$ cat src/rtl/muldiv_pkg.sv
// ============================================================================
// Module      : muldiv_pkg
// Description : Operation and FSM state encodings shared by the iterative
//               multiply/divide unit and the instruction decoder.
// Revision    : 1.0 - initial release
// ============================================================================
`default_nettype none

package muldiv_pkg;

  localparam logic [1:0] OP_MUL   = 2'd0;
  localparam logic [1:0] OP_MULHU = 2'd1;
  localparam logic [1:0] OP_DIVU  = 2'd2;
  localparam logic [1:0] OP_REMU  = 2'd3;

  localparam logic [1:0] S_IDLE = 2'd0;
  localparam logic [1:0] S_CALC = 2'd1;
  localparam logic [1:0] S_DONE = 2'd2;

  // Divide ops share op[1]; op[0] selects the high accumulator word.
  function automatic logic op_is_div(input logic [1:0] op);
    return op[1];
  endfunction

  function automatic logic op_takes_high(input logic [1:0] op);
    return op[0];
  endfunction

endpackage

`default_nettype wire

$ cat src/rtl/muldiv_unit.sv
// ============================================================================
// Module      : muldiv_unit
// Description : Iterative radix-2 unsigned multiply / divide unit with a
//               single shared add/subtract datapath and register write-back.
// Revision    : 1.0 - initial release
// ============================================================================
`default_nettype none

module muldiv_unit
  import muldiv_pkg::*;
#(
  parameter int DBITS = 32,
  parameter int ABITS = 4
) (
  input  logic             clk,
  input  logic             reset,
  input  logic             start,
  input  logic [1:0]       op,
  input  logic [DBITS-1:0] srcA,
  input  logic [DBITS-1:0] srcB,
  input  logic [ABITS-1:0] dstInd,
  output logic             busy,
  output logic             wrtEn,
  output logic [ABITS-1:0] wrtInd,
  output logic [DBITS-1:0] dOut
);

  localparam int CNT_W = $clog2(DBITS) + 1;
  localparam logic [CNT_W-1:0] CNT_LAST = CNT_W'(DBITS - 1);

  logic [1:0]         state_q, state_d;
  logic [CNT_W-1:0]   cnt_q, cnt_d;
  logic [1:0]         op_q, op_d;
  logic [ABITS-1:0]   dst_q, dst_d;
  logic [DBITS-1:0]   divisor_q, divisor_d;
  logic [2*DBITS-1:0] acc_q, acc_d;

  logic               is_div;
  logic [DBITS:0]     alu_x;
  logic [DBITS:0]     alu_y;
  logic [DBITS:0]     alu_r;
  logic [2*DBITS-1:0] acc_step;

  // Multiply adds B into the high word then shifts right; divide shifts the
  // partial remainder left and trial-subtracts B, the MSB of the result being
  // the borrow. Divide by zero falls out naturally as Q=all ones, R=A.
  always_comb begin
    is_div = op_is_div(op_q);
    if (is_div) begin
      alu_x = acc_q[2*DBITS-1:DBITS-1];
      alu_y = {1'b0, divisor_q};
      alu_r = alu_x - alu_y;
    end else begin
      alu_x = {1'b0, acc_q[2*DBITS-1:DBITS]};
      alu_y = {1'b0, (acc_q[0] ? divisor_q : {DBITS{1'b0}})};
      alu_r = alu_x + alu_y;
    end

    if (!is_div) begin
      acc_step = {alu_r, acc_q[DBITS-1:1]};
    end else if (alu_r[DBITS]) begin
      acc_step = {acc_q[2*DBITS-2:0], 1'b0};
    end else begin
      acc_step = {alu_r[DBITS-1:0], acc_q[DBITS-2:0], 1'b1};
    end
  end

  always_comb begin
    state_d   = state_q;
    cnt_d     = cnt_q;
    op_d      = op_q;
    dst_d     = dst_q;
    divisor_d = divisor_q;
    acc_d     = acc_q;

    case (state_q)
      S_IDLE: begin
        if (start) begin
          state_d   = S_CALC;
          cnt_d     = '0;
          op_d      = op;
          dst_d     = dstInd;
          divisor_d = srcB;
          acc_d     = {{DBITS{1'b0}}, srcA};
        end
      end
      S_CALC: begin
        acc_d = acc_step;
        cnt_d = cnt_q + 1'b1;
        if (cnt_q == CNT_LAST) begin
          state_d = S_DONE;
        end
      end
      S_DONE: begin
        state_d = S_IDLE;
      end
      default: begin
        state_d = S_IDLE;
      end
    endcase
  end

  always_ff @(posedge clk) begin
    if (reset) begin
      state_q   <= S_IDLE;
      cnt_q     <= '0;
      op_q      <= OP_MUL;
      dst_q     <= '0;
      divisor_q <= '0;
      acc_q     <= '0;
    end else begin
      state_q   <= state_d;
      cnt_q     <= cnt_d;
      op_q      <= op_d;
      dst_q     <= dst_d;
      divisor_q <= divisor_d;
      acc_q     <= acc_d;
    end
  end

  always_comb begin
    busy   = (state_q != S_IDLE);
    wrtEn  = (state_q == S_DONE);
    wrtInd = '0;
    dOut   = '0;
    if (state_q == S_DONE) begin
      wrtInd = dst_q;
      dOut   = op_takes_high(op_q) ? acc_q[2*DBITS-1:DBITS] : acc_q[DBITS-1:0];
    end
  end

endmodule

`default_nettype wire
$ cat config.mk
export PLATFORM = sky130hd
export DESIGN_NAME = muldiv_unit
export DESIGN_NICKNAME = d
export VERILOG_FILES = /design/src/rtl/muldiv_pkg.sv /design/src/rtl/muldiv_unit.sv
export SDC_FILE = /design/constraint.sdc
export NUM_CORES = 1
export LEC_CHECK = 0
export ABC_AREA = 0
export BUFFER_PORTS_ARGS = -buffer_cell sky130_fd_sc_hd__buf_2
export CAP_MARGIN = 25
export CORE_ASPECT_RATIO = 1.5
export CORE_MARGIN = 3
export CORE_UTILIZATION = 39
export CTS_CLUSTER_SIZE = 16
export DETAILED_ROUTE_END_ITERATION = 6
export GPL_TIMING_DRIVEN = 0
export HOLD_SLACK_MARGIN = 0.12
export MAX_ROUTING_LAYER = met4
export PLACE_DENSITY = 0.65
export SYNTH_ARGS = -nofsm -noshare
export SYNTH_HDL_FRONTEND = slang
export SYNTH_SLANG_ARGS = --single-unit
$ cat constraint.sdc
create_clock -name clk -period 9.9 [get_ports clk]
set_input_delay 1.485 -clock clk [delete_from_list [all_inputs] [get_ports clk]]
set_output_delay 1.485 -clock clk [all_outputs]
set_load 0.02 [all_outputs]
**Word level (Yosys, flattened, before mapping)**

Cells that the tools add are included.

- Flip-flop bits (word level): 110
- Bits in latches: 0
- Bits in writable memories: 0
- Memory bits (read-only): 0
- Output and inout port bits: 38
- Logic and storage cells: 34
- Memories kept: 0

- $add $sub $neg: 3
- $mul: 0
- Divide/modulo/power cells: 0
- Order comparisons: 0
- Equal/unequal tests: 5
- Shift operators: 0
- Mux-type cells: 14
- Bitwise logic cells: 0
- Reduce and logical (&&, ||, !) cells: 6

Operator list:

| kind | number |
|---|---|
| $mux 64 | 3 |
| $pmux 64 s2 | 1 |
| $mux 32 | 3 |
| $add 32x32->33 | 1 |
| $mux 33 | 1 |
| $sub 33x32->33 | 1 |
| $pmux 6 s2 | 1 |
| $add 6x1->6 const B | 1 |
| $eq 6x5->1 const B | 1 |
| $mux 6 | 1 |
| $reduce_and 2->1 | 3 |
| $mux 2 | 2 |
| $mux 4 | 1 |
| $ne 2x2->1 const B | 2 |
| $pmux 2 s2 | 1 |
| $reduce_bool 2->1 | 2 |
| $eq 2x1->1 const B | 1 |
| $eq 2x2->1 const B | 1 |
| $logic_not 2->1 | 1 |

**Logic depth before layout (Yosys ltp)**

Gate-level depths: netlist of the first run.

- Depth after elaboration: 6
- Mapped depth: 18

**Worst setup path before layout of the first run**

Ideal clock, no wire load.

- Path type: reg-to-reg
- Start point: reg acc_q[0]
- End point: reg acc_q[39]
- Library setup time: 0.122 ns
- Arrival: 3.264 ns
- Data required time: 9.778 ns
- Setup slack: 6.514 ns
- Cell stages (with the launch flop): 18
- Path buffers: 2
- Cell sequence: dfxtp_1 and2_1 ha_1 inv_1 fa_1 nand2b_1 a21oi_1 o31ai_1 a21oi_1 a21oi_1 o31ai_4 a41oi_1 a211o_1 buf_6 buf_6 nor2_1 a211oi_1 a221o_1

- Cells in the longest elaborated chain, start to end: 6

RTL lines:

| element | line | source |
|---|---|---|
| start, declared | muldiv_unit.sv:36 | `logic [2*DBITS-1:0] acc_q, acc_d;` |
| start signal, assigned | muldiv_unit.sv:110 | `acc_q <= '0;` |
| start signal, assigned | muldiv_unit.sv:117 | `acc_q <= acc_d;` |
| $mux 32 * | muldiv_unit.sv:55 | `alu_y = {1'b0, (acc_q[0] ? divisor_q : {DBITS{1'b0}})};` |
| $add 32x32->33 * | muldiv_unit.sv:56 | `alu_r = alu_x + alu_y;` |
| $mux 33 * | muldiv_unit.sv:49 | `if (is_div) begin` |
| $mux 64 | muldiv_unit.sv:61 | `end else if (alu_r[DBITS]) begin` |
| $mux 64 * | muldiv_unit.sv:59 | `if (!is_div) begin` |
| $pmux 64 s2 * | muldiv_unit.sv:76 | `case (state_q)` |

Every way passes the cells marked *; elsewhere a longest branch is shown, timed or not.
A chain may end at the register's enable or synchronous reset.

**Worst setup path in the final report of the first run**

- Start point: reg acc_q[0]
- End point: reg acc_q[58]

The elaborated chain is that of the path after synthesis.

==> results by group, run 1 <==
Run status
  – Status: finished, final reports clean

Clock network
  – Worst-path clk slew: 0.09 ns
  – Post-CTS setup buffer count: 0
  – Htree depth: 3
  – Bufs on Longest Clock Path: 2
  – Root buf cell: clkbuf_16
  – # clock sinks: 110
  – Hold Buf Count CTS: 0
  – CTS tree: built
  – PostCTS Resize Cnt: 0
  – CTS Buf Count: 9
  – Clock Latency Late Sink: 0.38 ns

Die
  – Initial core utilization: 0.400
  – I/O Pins: 111
  – Chip height: 192 um
  – Site Rows: 67
  – Die area: 24900 sq um
  – Core Area: 22500 sq um
  – Die width: 130 um

Worst setup path
  – Critical Path Max Stage Delay: 0.51 ns
  – Worst setup EP type: flip-flop
  – CP delay by family, top: compound AO/OA/AOI/OAI gates
  – R2r setup slk: 5.64 ns
  – Required time of the critical path: 10.14 ns
  – End of the worst register-to-register path: acc_q[58]
  – Reg-to-reg startpoint: acc_q[0]
  – Critical path fanouts, max: 10
  – Crit path kind: flip-flop to flip-flop
  – CP Depth: 15
  – Critical path's slowest cell: dfxtp_1
  – FF-to-FF path depth: 15
  – Total buffers and inverters traversed by the critical path: 3
  – Startpoint types: flip-flop
  – Worst Path Arrival: 4.50 ns
  – Crit path cell chain: clkbuf_1 > nand2_1 > fa_1 > nand2b_1 > a21oi_1 > o31ai_1 > a21oi_1 > a21oi_1 > o31ai_4 > a41oi_1 > a211o_1 > buf_6 > buf_4 > mux2i_1 > a21oi_1
  – Most frequent CP cell: a21oi_1

Min path
  – Hold path start: dst_q[3]
  – WHS Endpoint: dst_q[3]
  – Hold Crit Class: flip-flop to flip-flop
  – Min-Delay Path Depth: 2

Global routing
  – First-pass GRT wire length: 46500 um
  – Antenna violations before repair: 0
  – GRT Total Usage: 0.245
  – Pin count of the biggest net entering global routing: 23
  – Vias in the first global route: 9043
  – Total gr overflow: 0

Synthesis
  – Syn_nets: 1339
  – Part of the Yosys area used for sequential elements: 0.245
  – Post-Syn Area: 8990 sq um
  – Syn avg cell area: 7.50 sq um
  – Post-synth ARST share: 0
  – Yosys Warn Count: 0
  – Synth cell types: 67
  – Ys flop type: dfxtp_1
  – EDFF count, synth: 0
  – Cells after synthesis: 1199
  – Synthesis-stage register bit count: 110

Layout
  – Most frequent cells in the layout: 189 x nand2_1, 114 x a21oi_1, 110 x dfxtp_1, 109 x buf_2, 91 x nor2_1
  – Antenna fix cells: 0
  – Area of the multi-input gates: 6290 sq um
  – # nets final: 1461
  – Most common cell after layout, fill and taps aside: nand2_1
  – Register area: 2200 sq um
  – Post-layout util: 0.454
  – Post-route design area: 10200 sq um
  – Fillers: 2394
  – Layout area overhead: 13.5%
  – Layout cells sized above 1: 0.112

Power and ir drop
  – Max IR drop VDD: 0.0897 mV
  – P_leak: 4.42 nW
  – Power Density: 127 nW/um^2

Place
  – GP Congestion: 0.955
  – Area post-placement: 9890 sq um
  – I/O Buffers: 109
  – Detail Placement HPWL: 23600 um

Drt
  – Routed length per instance: 18.6 um
  – Number of remaining DRC errors: 0
  – DR vias: 9034
  – Vias per cell: 5.64
  – DR iter-0 viols: 531
  – ANT nets after route: 0
  – TritonRoute pass-1 iters: 5
  – WL final: 29800 um

Timing
  – Max_slew headroom: 0.377
  – Slew Viols, Final: 0
  – Final Cycle Share: 0.430
  – Final Hold Vio Count: 0
  – Setup violations, final: 0
  – Post-Route Skew: 0.0127 ns
  – Fmax: 0.235 GHz
  – Unrepaired setup endpoints after global routing: no
  – Tmin final: 4.26 ns
  – Worst-margin pin slew: 0.935 ns
  – Setup total negative slack: 0 ns

Flow run
  – Maxcap violations: 0
[kinds of logic (layout without fill, tap and decap cells)]
kind of cell	after synthesis	count (layout)	share of synthesized area
simple gates	430	430	0.221
compound gates	361	361	0.272
buf+inv	124	251	0.0555
flops	110	110	0.245
fa+ha+maj	67	67	0.0949
mux	56	56	0.0624
xor+xnor	51	51	0.0497
[stage by stage]
stage               cells  hold WS [ns]  setup WS [ns]  total power (W)
detailed placement   1585         0.449           5.80         0.000910
floorplan            1199         0.432           6.51         0.000787
finish               1602         0.462           5.64          0.00130
global route         1602         0.491           5.43          0.00136
CTS                  1601         0.463           5.75          0.00130
global placement     1584         0.440           5.74         0.000906
[worst min-delay path: stages, from the launching register on]
cell	delay (ns)
dfxtp_1	0.32
nand2_1	0.05
a21oi_1	0.05
[flip-flops by register name (all words and copies together), names as in the netlist]
register	flops
acc_q	64
divisor_q	32
cnt_q	6
dst_q	4
op_q	2
state_q	2
[per-layer routing]
metal | track usage | routed length [um] | part of all wire
met1 | 0.261 | 11600 | 0.39
met3 | 0.0278 | 1080 | 0.036
met4 | 0.131 | 1780 | 0.059
met2 | 0.438 | 15400 | 0.51
met5 | - | 0 | 0
[worst max-delay path by stage]
stage	startpoint	end	slack (ns)
2_1_floorplan	acc_q[0]	acc_q[39]	6.51
3_3_place_gp	acc_q[0]	acc_q[43]	5.74
3_5_place_dp	acc_q[0]	acc_q[58]	5.80
4_1_cts	acc_q[0]	acc_q[43]	5.75
5_1_grt	acc_q[0]	acc_q[56]	5.43
6_report	acc_q[0]	acc_q[58]	5.64
[final cells by class]
cell class | count | area share
Multi-Input combinational cell | 965 | 0.616
Sequential cell | 110 | 0.216
Timing Repair Buffer | 111 | 0.0549
Tap cell | 276 | 0.0339
Buffer | 70 | 0.0291
Clock buffer | 9 | 0.0221
Inverter | 54 | 0.0199
Clock inverter | 7 | 0.00810
[report_power, final]
part           internal [W]  switching, W
combinational      0.000158      0.000241
sequential         0.000471     0.0000343
clock              0.000183      0.000210
total              0.000811      0.000485
[cell usage after synthesis (4+ instances only)]
master	instances	area [sq um]
nand2_1	189	709
a21oi_1	114	571
dfxtp_1	110	2200
nor2_1	91	342
ha_1	65	813
clkbuf_1	56	210
mux2i_1	56	561
inv_1	53	199
o21ai_0	49	245
nor2b_1	43	269
a211oi_1	38	285
and2_1	38	238
a311oi_1	31	272
xnor2_1	26	228
xor2_1	25	219
a21o_1	24	180
nand3_1	19	95.1
a22oi_1	15	113
nand2b_1	12	75.1
nor3_1	12	60.1
o21a_1	12	90.1
o21bai_1	11	82.6
buf_1	9	33.8
a31oi_1	8	50.1
o211ai_1	7	52.6
and3_1	6	37.5
nand4_1	6	37.5
a221o_1	5	50.1
a22o_1	4	35.0
buf_6	4	45.0
No activity file was read; power rests on OpenSTA's default activity.
==> run 2: changes to the inputs <==
--- a/config.mk
+++ b/config.mk
@@ -16,7 +16,7 @@
 export GPL_TIMING_DRIVEN = 0
 export HOLD_SLACK_MARGIN = 0.12
 export MAX_ROUTING_LAYER = met4
-export PLACE_DENSITY = 0.65
+export PLACE_DENSITY = 0.67
 export SYNTH_ARGS = -nofsm -noshare
 export SYNTH_HDL_FRONTEND = slang
 export SYNTH_SLANG_ARGS = --single-unit
==> constraint.sdc (replaced) <==
create_clock -name clk -period 3.73 [get_ports clk]
set_input_delay 0.5595 -clock clk [delete_from_list [all_inputs] [get_ports clk]]
set_output_delay 0.5595 -clock clk [all_outputs]
set_load 0.02 [all_outputs]
==> results by group, run 2 (synthesis gave the netlist of run 1 again) <==
Worst setup path
  – Critical path fanouts, max: 10 (unchanged)
  – FF-to-FF path depth: 16 (+1)
  – R2r setup slk: 0.13 ns (-5.52 ns)
  – Worst setup EP type: flip-flop
  – Startpoint types: flip-flop
  – Reg-to-reg startpoint: acc_q[31]
  – Required time of the critical path: 4.00 ns (-6.14 ns)
  – Worst Path Arrival: 3.87 ns (-0.63 ns)
  – Crit path kind: flip-flop to flip-flop
  – End of the worst register-to-register path: acc_q[43]

Layout
  – Max FFs per register: 64 (unchanged)
  – Most common cell after layout, fill and taps aside: nand2_1
  – Fillers: 2405 (+0.46%)
  – Layout area overhead: 15.3%
  – Biggest regs: acc_q (64), divisor_q (32), cnt_q (6)
  – Layout cells sized above 1: 0.130 (+0.0183)
  – Antenna fix cells: 0 (unchanged)
  – Largest Register: acc_q
  – Post-layout util: 0.461 (+0.00713)
  – Most frequent cells in the layout: 189 x nand2_1, 111 x a21oi_1, 110 x buf_2, 108 x dfxtp_1, 91 x nor2_1
  – # nets final: 1467 (+0.41%)

Clock network
  – # clock sinks: 110 (unchanged)
  – Hold Buf Count CTS: 0 (unchanged)
  – Root buf cell: clkbuf_16
  – Bufs on Longest Clock Path: 2 (unchanged)
  – Worst-path clk slew: 0.08 ns (about the same)
  – CTS tree: built
  – CTS Buf Count: 9 (unchanged)
  – Htree depth: 3 (unchanged)
  – Clock Latency Late Sink: 0.38 ns (about the same)

Global routing
  – First-pass GRT wire length: 46800 um (+0.58%)
  – Pin count of the biggest net entering global routing: 20 (-13%)
  – GRT Total Usage: 0.246 (+0.00100)
  – Antenna violations before repair: 0 (unchanged)
  – Total gr overflow: 0 (unchanged)
  – Vias in the first global route: 8996 (-0.52%)

Place
  – GP Congestion: 0.923 (-3.3%)
  – Detail Placement HPWL: 23600 um (about the same)
  – Dpl ws: -0.431 ns (-6.23 ns)
  – I/O Buffers: 109 (unchanged)

Timing
  – Tmin final: 3.60 ns (-0.653 ns)
  – Final Hold Vio Count: 0 (unchanged)
  – Final Cycle Share: 0.966 (+0.536)
  – Setup total negative slack: 0 ns (unchanged)
  – Setup violations, final: 0 (unchanged)
  – Slew Viols, Final: 0 (unchanged)
  – Setup ws final: 0.126 ns (-5.52 ns)
  – Fmax: 0.277 GHz (+18%)
  – Post-Route Skew: 0.0123 ns (-0.000396 ns)
  – Worst-margin pin slew: 0.917 ns (-0.0183 ns)
  – Max_slew headroom: 0.389 (+0.0122)
  – Hold WS: 0.422 ns (-0.0404 ns)

Die
  – Core Area: 22500 sq um (unchanged)
  – Die width: 130 um (unchanged)
  – Site Rows: 67 (unchanged)
  – Chip height: 192 um (unchanged)
  – I/O Pins: 111 (unchanged)
  – Die area: 24900 sq um (unchanged)
  – Initial core utilization: 0.400 (unchanged)

Drt
  – DR vias: 9205 (+1.9%)
  – DR iter-0 viols: 722 (+36%)
  – TritonRoute pass-1 iters: 5 (unchanged)
  – Vias per cell: 5.72 (+1.5%)
  – Number of remaining DRC errors: 0 (unchanged)
  – WL final: 30300 um (+1.6%)
  – ANT nets after route: 0 (unchanged)
  – Routed length per instance: 18.9 um (+1.2%)

Power and ir drop
  – Total Power: 0.00348 W (+170%)
  – Max IR drop VDD: 0.267 mV (+200%)
  – P_leak: 4.47 nW (+0.93%)
  – Power Density: 336 nW/um^2 (+160%)

Flow run
  – Maxcap violations: 0 (unchanged)

Min path
  – Hold path start: dstInd[3]
  – Hold Crit Class: primary input to flip-flop
  – Min-Delay Path Depth: 3 (+1)
  – WHS Endpoint: dst_q[3]

Run status
  – Status: finished, final reports clean
## run 2: cell types whose count changed in the layout (fill, tap and decap cells not counted), sizes merged
cell,previous run,this run
inv,57,55
bufinv,0,1
buf,124,131
clkinv,4,2
clkinvlp,0,2
## run 2: area by class of cell
type	instances	area, sq um	share of cell area
buffer	70	303	0.0292
clock buffer	10	229	0.0221
clock inverter	6	81.3	0.00785
inverter	54	203	0.0196
multi-input combinational	965	6390	0.616
sequential	110	2210	0.213
tap	276	345	0.0333
timing repair buffer	117	606	0.0584
## run 2: report_power, final
group | internal (W) | total, W | switching, W
Combinational | 0.000427 | 0.00107 | 0.000647
Sequential | 0.00125 | 0.00134 | 0.0000937
Clock | 0.000536 | 0.00106 | 0.000528
## run 2: worst max-delay path by stage
stage	cells after the start	slack, ns	endpoint	start
after floorplan	17	0.34	acc_q[50]	acc_q[0]
after global placement	15	-0.40	acc_q[52]	acc_q[0]
after detailed placement	16	-0.43	acc_q[43]	acc_q[0]
after CTS	17	0.01	acc_q[43]	acc_q[0]
after global routing	15	-0.01	acc_q[60]	acc_q[0]
final	16	0.13	acc_q[43]	acc_q[31]
## run 2: what timing repair did
action | CTS | global route
pin swaps | 4 | 6
endpoints found under the setup margin | 29 | 29
resized for setup | 7 | 24
buffers inserted | 3 | 3
## run 2: metal layers
layer,GRT usage,up-vias,wire (um)
li1,-,4516,-
met1,0.269,4281,11800
met2,0.430,297,15500
met3,0.0267,111,1160
met4,0.137,0,1940
met5,-,-,0
## run 2: stage by stage
step	instances	cell area, sq um
3_5_place_dp	1585	9890
3_3_place_gp	1584	9880
2_1_floorplan	1199	8990
5_1_grt	1608	10400
4_1_cts	1604	10200
6_report	1608	10400
## run 2: critical path, stage by stage (launching register included)
cell,delay [ns]
dfxtp_2,0.37
inv_1,0.07
ha_1,0.21
fa_1,0.42
nor2b_2,0.19
o31ai_2,0.10
a31o_2,0.30
a21oi_4,0.20
a21oi_2,0.14
o31ai_4,0.30
nor3_4,0.09
a211o_1,0.32
buf_6,0.15
buf_6,0.16
mux2i_2,0.20
a21oi_1,0.09
a21o_1,0.18
